## src/rtl/multicycle_control_unit.sv

```systemverilog
// Multicycle RV32I control unit: Moore FSM sequencing fetch/decode/execute/memory/writeback
// over a shared ALU and unified memory port, plus the ALU-op decoder and immediate select.
module multicycle_control_unit #(
  parameter bit MEM_WAIT = 1'b1,
  parameter bit BNE_EN   = 1'b1,
  parameter bit EXT_ALU  = 1'b0
) (
  input  logic       clk,
  input  logic       rst_n,
  input  logic [6:0] opcode,
  input  logic [2:0] funct3,
  input  logic       funct7b5,
  input  logic       zero,
  input  logic       mem_ready,
  output logic       pcwrite,
  output logic       adrsrc,
  output logic       irwrite,
  output logic       memwrite,
  output logic       regwrite,
  output logic [1:0] resultsrc,
  output logic [1:0] alusrca,
  output logic [1:0] alusrcb,
  output logic [1:0] immsrc,
  output logic [2:0] alucontrol,
  output logic       illegal,
  output logic [3:0] state_o
);

  typedef enum logic [3:0] {
    S_FETCH    = 4'd0,
    S_DECODE   = 4'd1,
    S_MEMADR   = 4'd2,
    S_MEMREAD  = 4'd3,
    S_MEMWB    = 4'd4,
    S_MEMWRITE = 4'd5,
    S_EXECR    = 4'd6,
    S_ALUWB    = 4'd7,
    S_EXECI    = 4'd8,
    S_JAL      = 4'd9,
    S_BRANCH   = 4'd10
  } state_t;

  state_t     state_q, state_d;
  logic       started_q, started_d;
  logic       ready, take;
  logic [1:0] aluop;
  logic       pc_en, ir_en, mw_en, rw_en, ill_en;

  assign ready     = MEM_WAIT ? mem_ready : 1'b1;
  assign take      = (BNE_EN && (funct3 == 3'b001)) ? ~zero : zero;
  assign started_d = 1'b1;

  always_ff @(posedge clk or negedge rst_n) begin
    if (!rst_n) begin
      state_q   <= S_FETCH;
      started_q <= 1'b0;
    end else begin
      state_q   <= state_d;
      started_q <= started_d;
    end
  end

  always_comb begin
    state_d   = state_q;
    adrsrc    = 1'b0;
    resultsrc = 2'b00;
    alusrca   = 2'b00;
    alusrcb   = 2'b00;
    aluop     = 2'b00;
    pc_en     = 1'b0;
    ir_en     = 1'b0;
    mw_en     = 1'b0;
    rw_en     = 1'b0;
    ill_en    = 1'b0;
    case (state_q)
      S_FETCH: begin
        alusrcb   = 2'b10;
        resultsrc = 2'b10;
        pc_en     = ready;
        ir_en     = ready;
        if (ready) state_d = S_DECODE;
      end
      S_DECODE: begin
        // Branch/jump target is precomputed into ALUOut while the opcode is decoded
        alusrca = 2'b01;
        alusrcb = 2'b01;
        case (opcode)
          7'b0000011, 7'b0100011: state_d = S_MEMADR;
          7'b0110011:             state_d = S_EXECR;
          7'b0010011:             state_d = S_EXECI;
          7'b1101111:             state_d = S_JAL;
          7'b1100011:             state_d = S_BRANCH;
          default: begin
            ill_en  = 1'b1;
            state_d = S_FETCH;
          end
        endcase
      end
      S_MEMADR: begin
        alusrca = 2'b10;
        alusrcb = 2'b01;
        state_d = opcode[5] ? S_MEMWRITE : S_MEMREAD;
      end
      S_MEMREAD: begin
        adrsrc = 1'b1;
        if (ready) state_d = S_MEMWB;
      end
      S_MEMWB: begin
        resultsrc = 2'b01;
        rw_en     = 1'b1;
        state_d   = S_FETCH;
      end
      S_MEMWRITE: begin
        adrsrc = 1'b1;
        mw_en  = 1'b1;
        if (ready) state_d = S_FETCH;
      end
      S_EXECR: begin
        alusrca = 2'b10;
        aluop   = 2'b10;
        state_d = S_ALUWB;
      end
      S_EXECI: begin
        alusrca = 2'b10;
        alusrcb = 2'b01;
        aluop   = 2'b10;
        state_d = S_ALUWB;
      end
      S_ALUWB: begin
        rw_en   = 1'b1;
        state_d = S_FETCH;
      end
      S_JAL: begin
        // PC <- target held in ALUOut while the ALU forms the link value OldPC+4
        alusrca = 2'b01;
        alusrcb = 2'b10;
        pc_en   = 1'b1;
        state_d = S_ALUWB;
      end
      S_BRANCH: begin
        alusrca = 2'b10;
        aluop   = 2'b01;
        pc_en   = take;
        state_d = S_FETCH;
      end
      default: state_d = S_FETCH;
    endcase
    if (!started_q) state_d = S_FETCH;
  end

  assign pcwrite  = started_q & pc_en;
  assign irwrite  = started_q & ir_en;
  assign memwrite = started_q & mw_en;
  assign regwrite = started_q & rw_en;
  assign illegal  = started_q & ill_en;
  assign state_o  = state_q;

  always_comb begin
    case (opcode)
      7'b0100011: immsrc = 2'b01;
      7'b1100011: immsrc = 2'b10;
      7'b1101111: immsrc = 2'b11;
      default:    immsrc = 2'b00;
    endcase
  end

  always_comb begin
    alucontrol = 3'b000;
    case (aluop)
      2'b01: alucontrol = 3'b001;
      2'b10: begin
        case (funct3)
          3'b000: alucontrol = (opcode[5] & funct7b5) ? 3'b001 : 3'b000;
          3'b010: alucontrol = 3'b101;
          3'b110: alucontrol = 3'b011;
          3'b111: alucontrol = 3'b010;
          3'b100: alucontrol = EXT_ALU ? 3'b100 : 3'b000;
          3'b001: alucontrol = EXT_ALU ? 3'b110 : 3'b000;
          3'b101: alucontrol = EXT_ALU ? 3'b111 : 3'b000;
          default: alucontrol = 3'b000;
        endcase
      end
      default: alucontrol = 3'b000;
    endcase
  end

endmodule

```

## config.mk

```make
export PLATFORM = sky130hd
export DESIGN_NAME = multicycle_control_unit
export DESIGN_NICKNAME = d
export VERILOG_FILES = /design/src/rtl/multicycle_control_unit.sv
export SDC_FILE = /design/constraint.sdc
export NUM_CORES = 1
export LEC_CHECK = 0
export CORE_MARGIN = 2
export CORE_UTILIZATION = 39
export CTS_CLUSTER_SIZE = 8
export DETAILED_ROUTE_END_ITERATION = 7
export PLACE_DENSITY = 0.9
export SETUP_SLACK_MARGIN = 0.3
export SLEW_MARGIN = 5
export SYNTH_ARGS = -nofsm -noshare
export SYNTH_HDL_FRONTEND = slang
export SYNTH_SLANG_ARGS = --single-unit
```

## constraint.sdc

```tcl
create_clock -name clk -period 2.5 [get_ports clk]
set_clock_uncertainty 0.05 [all_clocks]
set_input_delay 0.5 -clock clk [delete_from_list [all_inputs] [get_ports clk]]
set_output_delay 0.5 -clock clk [all_outputs]
set_load 0.05 [all_outputs]
```

# [Yosys cells after proc, flatten, opt, wreduce, memory -nomap -nowiden]
# Cells that the tools add are included.
[word_totals] regBits=5 output_inout_bits=21
[classes] eq_ne=25 n_mux=23 bitwise_logic=7 reduce_logical=13
[ops] op="case mux 4 bit (6 select lines)" n=1
[ops] op="case mux 4 bit (5 select lines)" n=1
[ops] op="== test 4 x 3 -> 1 bit, second input constant" n=4
[ops] op="2-to-1 mux 4 bit" n=4
[ops] op="case mux 2 bit (2 select lines)" n=4
[ops] op="== test 7 x 6 -> 1 bit, second input constant" n=2
[ops] op="== test 7 bit, second input constant" n=2
[ops] op="== test 4 bit, second input constant" n=3
[ops] op="case mux 3 bit (4 select lines)" n=1
[ops] op="OR reduction 2 bit" n=6
[ops] op="inequality test 3 bit, second input constant" n=3
[ops] op="== test 4 x 2 -> 1 bit, second input constant" n=2
[ops] op="2-to-1 mux 1 bit" n=8
[ops] op="== test 7 x 2 -> 1 bit, second input constant" n=1
[ops] op="== test 7 x 5 -> 1 bit, second input constant" n=1
[ops] op="AND 1 bit" n=6
[ops] op="== test 3 bit, second input constant" n=2
[ops] op="case mux 2 bit (3 select lines)" n=1
[ops] op="case mux 3 bit (2 select lines)" n=1
[ops] op="OR reduction 3 bit" n=2
[ops] op="OR reduction 6 bit" n=1
[ops] op="== test 4 x 1 -> 1 bit, second input constant" n=1
[ops] op="logical NOT 4 bit" n=1
[ops] op="OR reduction 4 bit" n=1
[ops] op="other kinds (9)" n=9

# [Logic depth before layout (Yosys ltp)]
[depth] ltp_word=5 ltp_mapped=8

# [Worst setup path after synthesis]
# OpenSTA, ideal clock, no wires.
[synth_path] path_type="register -> output" from="register state_q[3] (netlist: state_o[3])" to="output port alucontrol[2]" t_arrival_ns=3.130 required_ns=1.950 slack_ns=-1.180 path_stages_with_launch=7 n_path_buf=1 path_cell_list="dfrtp_1 buf_2 and2b_1 nand2_1 a21oi_1 ha_1 nor4_1"
[synth_via] elab_chain_len=5 word_cells_on_any_way=8 cone_classes="eq/ne: 5; mux: 2; reduce/logical: 1"
[synth_rtl] element="start: declaration" line_no="43" source="state_t state_q, state_d;"
[synth_rtl] element="start signal: assignment" line_no="58" source="state_q <= state_d;"
[synth_rtl] element="== test 4 bit / == test 4 x 3 -> 1 bit (equally long branches)" line_no="75" source="case (state_q)"
[synth_rtl] element="OR reduction 2 bit (no line)"
[synth_rtl] element="case mux 2 bit (2 select lines) (*)" line_no="75"
[synth_rtl] element="== test 2 bit / == test 2 x 1 -> 1 bit (equally long branches)" line_no="169" source="case (aluop)"
[synth_rtl] element="case mux 3 bit (2 select lines) (*)" line_no="169"
[synth_rtl] element="end: declaration" line_no="24" source="output logic [2:0] alucontrol,"
# Mark *: on every way between the ends. The rest lies on a longest branch, timed or not.

# [Worst setup path after layout]
# Same ends and word-level chain as after synthesis.

==> impl_metrics.env <==
export IMPL_status="complete, no violations"
export IMPL_synth_distinct_cells=40
export IMPL_grt_max_degree=15
export IMPL_critPathMaxStageDelay_ns=0.42
export IMPL_synthFlopType="dfrtp_1"
export IMPL_clock_sinks=5
export IMPL_crit_buf_inv=1
export IMPL_worst_pin_slew_ns=0.511
export IMPL_grt_overflow=0
export IMPL_synth_area_per_cell_sq_um=7.17
export IMPL_grt_antenna_before_repair=0
export IMPL_relSlewSlack_pct=65.9
export IMPL_io_pins=36
export IMPL_core_area_sq_mm=0.00171
export IMPL_drive_gt1_share_pct=49.3
export IMPL_drt_iter0_drc=36
export IMPL_htreeDepth=1
export IMPL_final_cell_mix="buf_4, dlygate4sd2_1, inv_1, buf_12"
export IMPL_num_vias=957
export IMPL_cp_arrival_ns=1.89
export IMPL_cts_root_buffer="clkbuf_4"
export IMPL_finalCriticalPeriod_ns=2.44
export IMPL_dr_pass1_iters=4
export IMPL_rows=15
export IMPL_clk_pin_slew_worst_paths_ns=0.04
export IMPL_final_hold_viol_count=0
export IMPL_fin_setup_tns_ns=0
export IMPL_maxSlewViolCount=0
export IMPL_routed_wl_um=2740
export IMPL_dpl_hpwl_um=1680
export IMPL_grt_pass1_wl_um=4040
export IMPL_rsz0062_at_grt="true"
export IMPL_ys_seq_area_share_pct=18.0
export IMPL_setup_viol=0
export IMPL_ys_ff_latch=5
export IMPL_timing_final_ws_setup_ns=0.0581
export IMPL_cts_buffer_depth=2
export IMPL_hp_class="input port to asynchronous set/reset pin"
export IMPL_crit_fanout=3
export IMPL_gp_congestion=0.809
export IMPL_power_density_mw_per_mm2=243
export IMPL_drv_cap=0
export IMPL_clock_latency_ns=0.23
export IMPL_max_freq_mhz=410
export IMPL_synth_edf_count=0
export IMPL_hold_buffers=0
export IMPL_synth_cells=97
export IMPL_fp_dieH_um=46.2
export IMPL_crit_start="state_o[3]"
export IMPL_die_area_sq_mm=0.00214
export IMPL_required_ns=1.95
export IMPL_cts_made_buffers=3
export IMPL_drc=0
export IMPL_peakVddDrop_uv=323
export IMPL_nets=168
export IMPL_p_leak_nw=0.680
export IMPL_wl_per_cell_um=15.6
export IMPL_reg2reg_from="state_o[1]"
export IMPL_cts_tree="done"
export IMPL_grt_total_usage_pct=25.7
export IMPL_netlist_area_sq_um=696
export IMPL_start_util_pct=40.7
export IMPL_syn_num_nets=114
export IMPL_crit_family="simple AND/OR/NAND/NOR gates"
export IMPL_area_growth_syn_to_layout_pct=106
export IMPL_critPathCaptureType="output pin"
export IMPL_crit_type="register to output pin"
export IMPL_grt_pass1_vias=913
export IMPL_dieWidth_um=46.2
export IMPL_path_cells="and2b_1 > nand2_2 > a21oi_4 > ha_4 > nor4_4 > buf_12"
export IMPL_worstSetupStartpointType="register"
export IMPL_insertedDiodeCount=0
export IMPL_ys_async_sr_fraction_pct=100
export IMPL_mostFrequentLayoutCell="buf_4"
export IMPL_antenna_left=0
export IMPL_slowest_stage="dfrtp_2"
export IMPL_finalCritPeriodShare_pct=97.7
export IMPL_port_buffers=35
export IMPL_power_mw=0.348
export IMPL_synth_warning_count=0
export IMPL_viasPerCell=5.47
export IMPL_pre_cts_ws_ns=0.0961
-- registers in the layout, summed over array words and instances (netlist names) --
name / cells
started_q: 1
state_o: 4
-- metrics by stage --
step	hold slack (ns)	instances	utilization (%)	area [sq um]
finish	0.436	175	84.0	1440
CTS	0.439	173	79.7	1360
global route	0.449	175	84.0	1440
detailed placement	0.690	158	71.2	1220
floorplan	0.154	97	-	778
global placement	0.670	158	71.2	1220
-- layer usage --
metal / vias to the layer above / wire length (um) / part of all wire, % / GRT usage (%)
li1: 451 / - / - / -
met1: 446 / 1060 / 39 / 32.9
met2: 52 / 1460 / 53 / 43.6
met3: 8 / 151 / 5.5 / 2.75
met4: 0 / 62 / 2.3 / 10.3
met5: - / 0 / 0 / 0
-- synthesized netlist by cell type, types with 2 or more instances --
| library cell | number | area [sq um] |
|---|---|---|
| nor2_1 | 12 | 45.0 |
| nand2_1 | 10 | 37.5 |
| inv_1 | 9 | 33.8 |
| a21oi_1 | 7 | 35.0 |
| dfrtp_1 | 5 | 125 |
| nand2b_1 | 5 | 31.3 |
| nor3_1 | 4 | 20.0 |
| and3_1 | 3 | 18.8 |
| and4_1 | 3 | 26.3 |
| a31oi_1 | 2 | 12.5 |
| buf_2 | 2 | 10.0 |
| ha_1 | 2 | 25.0 |
| nor2b_1 | 2 | 12.5 |
| nor4_1 | 2 | 12.5 |
| o32ai_1 | 2 | 17.5 |
| xnor2_1 | 2 | 17.5 |
| xor2_1 | 2 | 17.5 |
-- timing repair --
action / 4_1_cts / 5_1_grt
buffers inserted: 11 / 2
cloned: 0 / 0
pin swaps: 11 / 9
setup endpoints to repair: 10 / 10
resized for setup: 22 / 14
-- where the power goes --
group	switching (mW)	internal (mW)	total, mW
Clock	0.0290	0.0601	0.0891
Sequential	0.00333	0.0839	0.0872
Combinational	0.0965	0.0755	0.172
Total	0.129	0.219	0.348
-- area by class of cell --
class | instances | area, sq um
Inverter | 9 | 36.3
Clock buffer | 4 | 26.3
Multi-Input combinational cell | 79 | 663
Sequential cell | 5 | 130
Tap cell | 25 | 31.3
Fill cell | 91 | 273
Timing Repair Buffer | 53 | 548
-- worst register-to-register path, stage by stage (launching register included) --
cell	delay [ns]
dfrtp_2	0.43
buf_4	0.15
buf_4	0.14
nor4b_4	0.30
buf_4	0.17
nand4_1	0.09
and3_1	0.19
o32ai_1	0.14
-- kinds of logic (layout without fill, tap and decap cells) --
family,count (synthesis),count (layout),synth area share (%)
other,1,1,0.539
AND/OR/NAND/NOR,50,50,41.2
adder cells (fa/ha/maj),3,3,5.04
multiplexers,1,1,1.44
AO/OA/AOI/OAI,20,20,19.8
buffers and inverters,13,66,8.99
flip-flops,5,5,18.0
XOR/XNOR,4,4,5.04
-- worst paths after layout --
kind                            slack, ns  depth (start not counted)            end
worst max-delay path                 0.06                          6  alucontrol[2]
max in group asynchronous            1.76                          1     state_o[3]
worst min-delay path                 0.44                          1      started_q
min in group clk                     0.74                          3     state_o[1]
worst min register to register       0.74                          3     state_o[1]
worst max register to register       0.72                          7     state_o[2]
Note: power is estimated with default switching activity, not from simulation.
==> variant 1, RTL diff (same flow settings) <==
`MEM_WAIT`: 1'b1 -> 1'b0.
--- a/src/rtl/multicycle_control_unit.sv
+++ b/src/rtl/multicycle_control_unit.sv
@@ -2,5 +2,5 @@
 // over a shared ALU and unified memory port, plus the ALU-op decoder and immediate select.
 module multicycle_control_unit #(
-  parameter bit MEM_WAIT = 1'b1,
+  parameter bit MEM_WAIT = 1'b0,
   parameter bit BNE_EN   = 1'b1,
   parameter bit EXT_ALU  = 1'b0
Behaviour: not the same (Yosys sat finds a counterexample within 4 cycles, from zero or initial values and one cycle with rst_n low).
==> variant 1 against the original RTL <==
- worst setup slack worse by 0.013 ns
- non-clock buffer count grew 12
- combinational power up 3%
- synthesized area shrank 2.3%
- cell area grew 8.8%
- wire length is 39% higher
- global-route usage is 5.3 points higher
- total power up 6.3%
- clock power rose by 19%
- sequential cell count unchanged
- synthesized cell count fell by 3.1%
- sequential share of layout area fell by 0.73 points
- register-to-register slack better by 0.06 ns
==> variant 1: results (changes against the original RTL) <==
[worst_setup_path]
cpMaxStageDelayCell = dfrtp_2  ; unchanged
crit_fanout = 3  ; unchanged
crit_family = simple AND/OR/NAND/NOR gates  ; unchanged
slowest_delay_ns = 0.42  ; about the same

[synthesis]
ys_top_cells_by_area = dfrtp_1, nand2_1, nand4_1  ; was dfrtp_1, nor2_1, nand2_1
synth_commonest_cells = nand2_1, nor2_1, inv_1  ; was nor2_1, nand2_1, inv_1
async_reset_ff_share_pct = 100  ; unchanged
synth_compound_gate_area_share_pct = 21.5  ; was 19.8%
synth_xor_area_share_pct = 2.58  ; was 5.04%
synthAdderAreaFrac_pct = 3.68  ; was 5.04%
ys_seq_area_share_pct = 18.4  ; was 18.0%
synth_cell_types = 42  ; was 40
synthCells = 94  ; was 97
synth_edf_count = 0  ; unchanged
ys_warn_count = 0  ; unchanged
synth.net_count = 111  ; was 114
synthMuxAreaShare_pct = 0  ; was 1.44%
ys.flop_type = dfrtp_1  ; unchanged

[clock_network]
clk_latency_ns = 0.27  ; was 0.23 ns
ctsLongestPathBuffers = 2  ; unchanged
htreeDepth = 1  ; unchanged
cts_buffers = 3  ; unchanged
cts-root-buf = clkbuf_4  ; unchanged
path_clk_slew_ns = 0.06  ; was 0.04 ns

[detailed_routing]
routed_wirelength_um = 3800  ; was 2740 um
drc = 0  ; unchanged
post_drt_via_cell_ratio = 6.30  ; was 5.47
drt-pass1-iter-count = 4  ; unchanged
vias = 1090  ; was 957
drtIter0Drc = 39  ; was 36

[grt]
track_usage_pct = 31.0  ; was 25.7%
grt_pass1_vias = 971  ; was 913
antenna_found_initial = 0  ; unchanged
grt_max_degree = 15  ; unchanged
grt_pass1_wl_um = 4660  ; was 4040 um

[finish]
layout.nets = 174  ; was 168
drive_gt1_share_pct = 56.4  ; was 49.3%
insertedDiodeCount = 0  ; unchanged
largest_reg_flops = 4  ; unchanged
regArea_um2 = 130  ; unchanged
fill_cells = 62  ; was 91

[placement]
post-place-cells = 145  ; was 158
gp_congestion = 0.929  ; was 0.809
numPortBuffers = 34  ; was 35
dpl.hpwl_um = 1910  ; was 1680 um
dp_slack_ns = 0.0139  ; was 0.0961 ns
postPlaceCellArea_um2 = 1250  ; was 1220 um2

[power_and_ir_drop]
vdd_ir_drop_max_mv = 0.373  ; was 0.323 mV
netSwitchingPower_uw = 152  ; was 129 uW
p_leak_uw = 0.000714  ; was 0.000680 uW

[timing]
worst_pin_slew_ns = 0.501  ; was 0.511 ns
hold_violations = 0  ; unchanged

[worst_hold_path]
hp-class = in2async  ; unchanged

[outcome]
status = finished, final reports clean  ; unchanged

## variant 1: cell types whose count changed in the layout (fill, tap and decap cells not counted), moves of 3 or more
cell / change
buf_4: +8
nor2_2: -7
buf_6: +4
nand4_1: +4
a21oi_1: -3
inv_1: -3
nor2b_4: +3
## variant 1: path summary, 6_finish.rpt
kind / start / endpoint / slack (ns) / cells past startpoint
max: state_o[2] / alucontrol[2] / 0.05 / 6
min: rst_n / state_o[0] / 0.40 / 1
max reg2reg: state_o[2] / state_o[1] / 0.78 / 7
min reg2reg: started_q / state_o[0] / 0.70 / 2
max in group asynchronous: rst_n / state_o[1] / 1.78 / 1
min in group clk: started_q / state_o[0] / 0.70 / 2
## variant 1: repair_timing
| item | CTS | global route |
|---|---|---|
| pin swaps | 10 | 12 |
| endpoints found under the setup margin | 11 | 8 |
| gates resized for setup | 21 | 18 |
| buffers inserted | 15 | 9 |
## variant 1: power groups by stage
stage | sequential, uW | clock (uW) | combinational, uW
after global routing | 87.4 | 109 | 184
final | 87.4 | 106 | 177
after floorplan | 92.2 | 0 | 82.0
after global placement | 88.4 | 0 | 154
after CTS | 87.0 | 98.1 | 160
after detailed placement | 88.6 | 0 | 158
## variant 1: metal layers
layer | wire, um | share of wire [%] | up-vias | track usage [%]
met3 | 219 | 5.8 | 20 | 5.95
met5 | 0 | 0 | - | 0
met4 | 155 | 4.1 | 0 | 11.4
li1 | - | - | 468 | -
met2 | 1950 | 51 | 75 | 55.2
met1 | 1470 | 39 | 527 | 36.5
## variant 1: final cells by class
type | instances | share of cell area [%]
Inverter | 6 | 1.60
Timing Repair Buffer | 65 | 41.6
Clock buffer | 4 | 1.68
Multi-Input combinational cell | 76 | 45.4
Sequential cell | 5 | 8.33
Tap cell | 17 | 1.36
==> variant 2, RTL diff (same flow settings) <==
Without the edit above. Reset style: synchronous (`rst_n`), changed in one clocked block.
--- a/src/rtl/multicycle_control_unit.sv
+++ b/src/rtl/multicycle_control_unit.sv
@@ -51,5 +51,5 @@
   assign started_d = 1'b1;
 
-  always_ff @(posedge clk or negedge rst_n) begin
+  always_ff @(posedge clk) begin
     if (!rst_n) begin
       state_q   <= S_FETCH;
Behaviour: differs if rst_n is asserted again (counterexample within 4 cycles, from zero or initial values and one cycle with rst_n low); with rst_n held inactive, the same outputs for 10 cycles.
==> variant 2 against the original RTL <==
- total power shrank 15%
- maximum frequency is essentially flat
- sequential cell count is the same
- synthesized area grew 9.0%
- sequential share of layout area shrank 1.1 points
- core utilization shrank 2.8 points
- sequential power shrank 2%
- worst setup slack is essentially flat
- cell area grew 0.87%
- die area grew 8.2%
- count of clock-buffer cells in the layout is the same
- non-clock buffer count shrank 3
- wire length shrank 2.6%
- critical endpoint unchanged
- largest cell class unchanged
- largest power group unchanged
==> variant 2: results (changes against the original RTL) <==
[power_and_ir_drop]
p_leak_uw = 0.000607  ; was 0.000680 uW
power.share.clock_pct = 31.3  ; was 25.6%
swShare_pct = 34.8  ; was 37.0%
power.density_nw_per_um2 = 204  ; was 243 nW/um2
p_comb_share_pct = 39.8  ; was 49.4%
vdd_ir_drop_max_mv = 0.233  ; was 0.323 mV

[worst_setup_path]
cp-startpoint = state_o[1]  ; was state_o[3]
ff2ff_setup_slack_ns = 1.06  ; was 0.72 ns
crit-reg2reg-launch = state_o[2]  ; was state_o[1]
r2r-end = state_o[2]  ; unchanged
r2r_cells = 5  ; was 7
cpMaxStageDelayCell = dfxtp_4  ; was dfrtp_2
crit_fanout = 2  ; was 3

[clock_network]
cts_buffers = 3  ; unchanged
post_cts_resized = 20  ; was 22
postCtsSetupBuffers = 4  ; was 11

[detailed_routing]
dr_wl_met3_um = 175  ; was 151 um
drt-met1-wl_um = 1060  ; about the same
wl_per_cell_um = 15.7  ; was 15.6 um
wl_met2_um = 1370  ; was 1460 um
drtIter0Drc = 35  ; was 36

[finish]
n_all_buffers = 50  ; was 53
syn2layout_area_growth_pct = 90.9  ; was 106%
inv_count = 5  ; was 9
num-multi-input-gates = 81  ; was 79
insertedDiodeCount = 0  ; unchanged
buffer_area_share_pct = 36.1  ; was 38.2%
fill_cells = 117  ; was 91
layout.nets = 163  ; was 168
clk_share_pct = 1.82  ; was 1.83%
seq_share_pct = 7.95  ; was 9.07%
drive_gt1_share_pct = 49.0  ; was 49.3%

[synthesis]
synthMuxAreaShare_pct = 0  ; was 1.44%
synth_compound_gate_area_share_pct = 20.5  ; was 19.8%
synthAdderAreaFrac_pct = 3.30  ; was 5.04%
async_reset_ff_share_pct = 0  ; was 100%
ys_top_cells_by_area = dfxtp_1, nand2_1, nor2_1  ; was dfrtp_1, nor2_1, nand2_1
synth_cell_types = 46  ; was 40
synth_commonest_cells = nand2_1, nor2_1, a21oi_1, dfxtp_1  ; was nor2_1, nand2_1, inv_1
ys_seq_area_share_pct = 13.2  ; was 18.0%
synth_xor_area_share_pct = 4.46  ; was 5.04%

[grt]
grt_pass1_wl_um = 3750  ; was 4040 um
met1_usage_pct = 29.2  ; was 32.9%
grt_max_degree = 21  ; was 15
track_usage_pct = 23.0  ; was 25.7%
grt.met2_usage_pct = 39.7  ; was 43.6%
grt_pass1_vias = 836  ; was 913

[outcome]
status = finished, final reports clean  ; unchanged

[floorplanning]
initial_core_util_pct = 42.5  ; was 40.7%

[worst_hold_path]
hp-class = reg2reg  ; was in2async

[timing]
slew-limit-headroom_pct = 67.3  ; was 65.9%

[placement]
dpl.hpwl_um = 1700  ; was 1680 um
gp_congestion = 0.764  ; was 0.809

-- variant 2: cell count changes in the layout (fill, tap and decap cells not counted), moves of 3 or more --
| cell | before | now |
|---|---|---|
| inv_1 | 8 | 3 |
| buf_4 | 24 | 20 |
| dfrtp_2 | 4 | 0 |
| dfxtp_4 | 0 | 4 |
| nand2_1 | 7 | 11 |
| nor2_2 | 7 | 3 |
| nand3b_1 | 0 | 3 |
| nor3_2 | 0 | 3 |
| o21bai_1 | 0 | 3 |
-- variant 2: metrics by stage --
stage / hold WS [ns] / power [uW] / util, % / worst slack, ns
6_report: 0.513 / 295 / 81.2 / 0.0581
5_1_grt: 0.531 / 314 / 81.2 / -0.0259
4_1_cts: 0.507 / 295 / 76.8 / 0.107
3_5_place_dp: 0.498 / 204 / 72.3 / 0.0503
3_3_place_gp: 0.491 / 200 / 72.3 / 0.124
2_1_floorplan: 0.437 / 144 / - / -0.00119
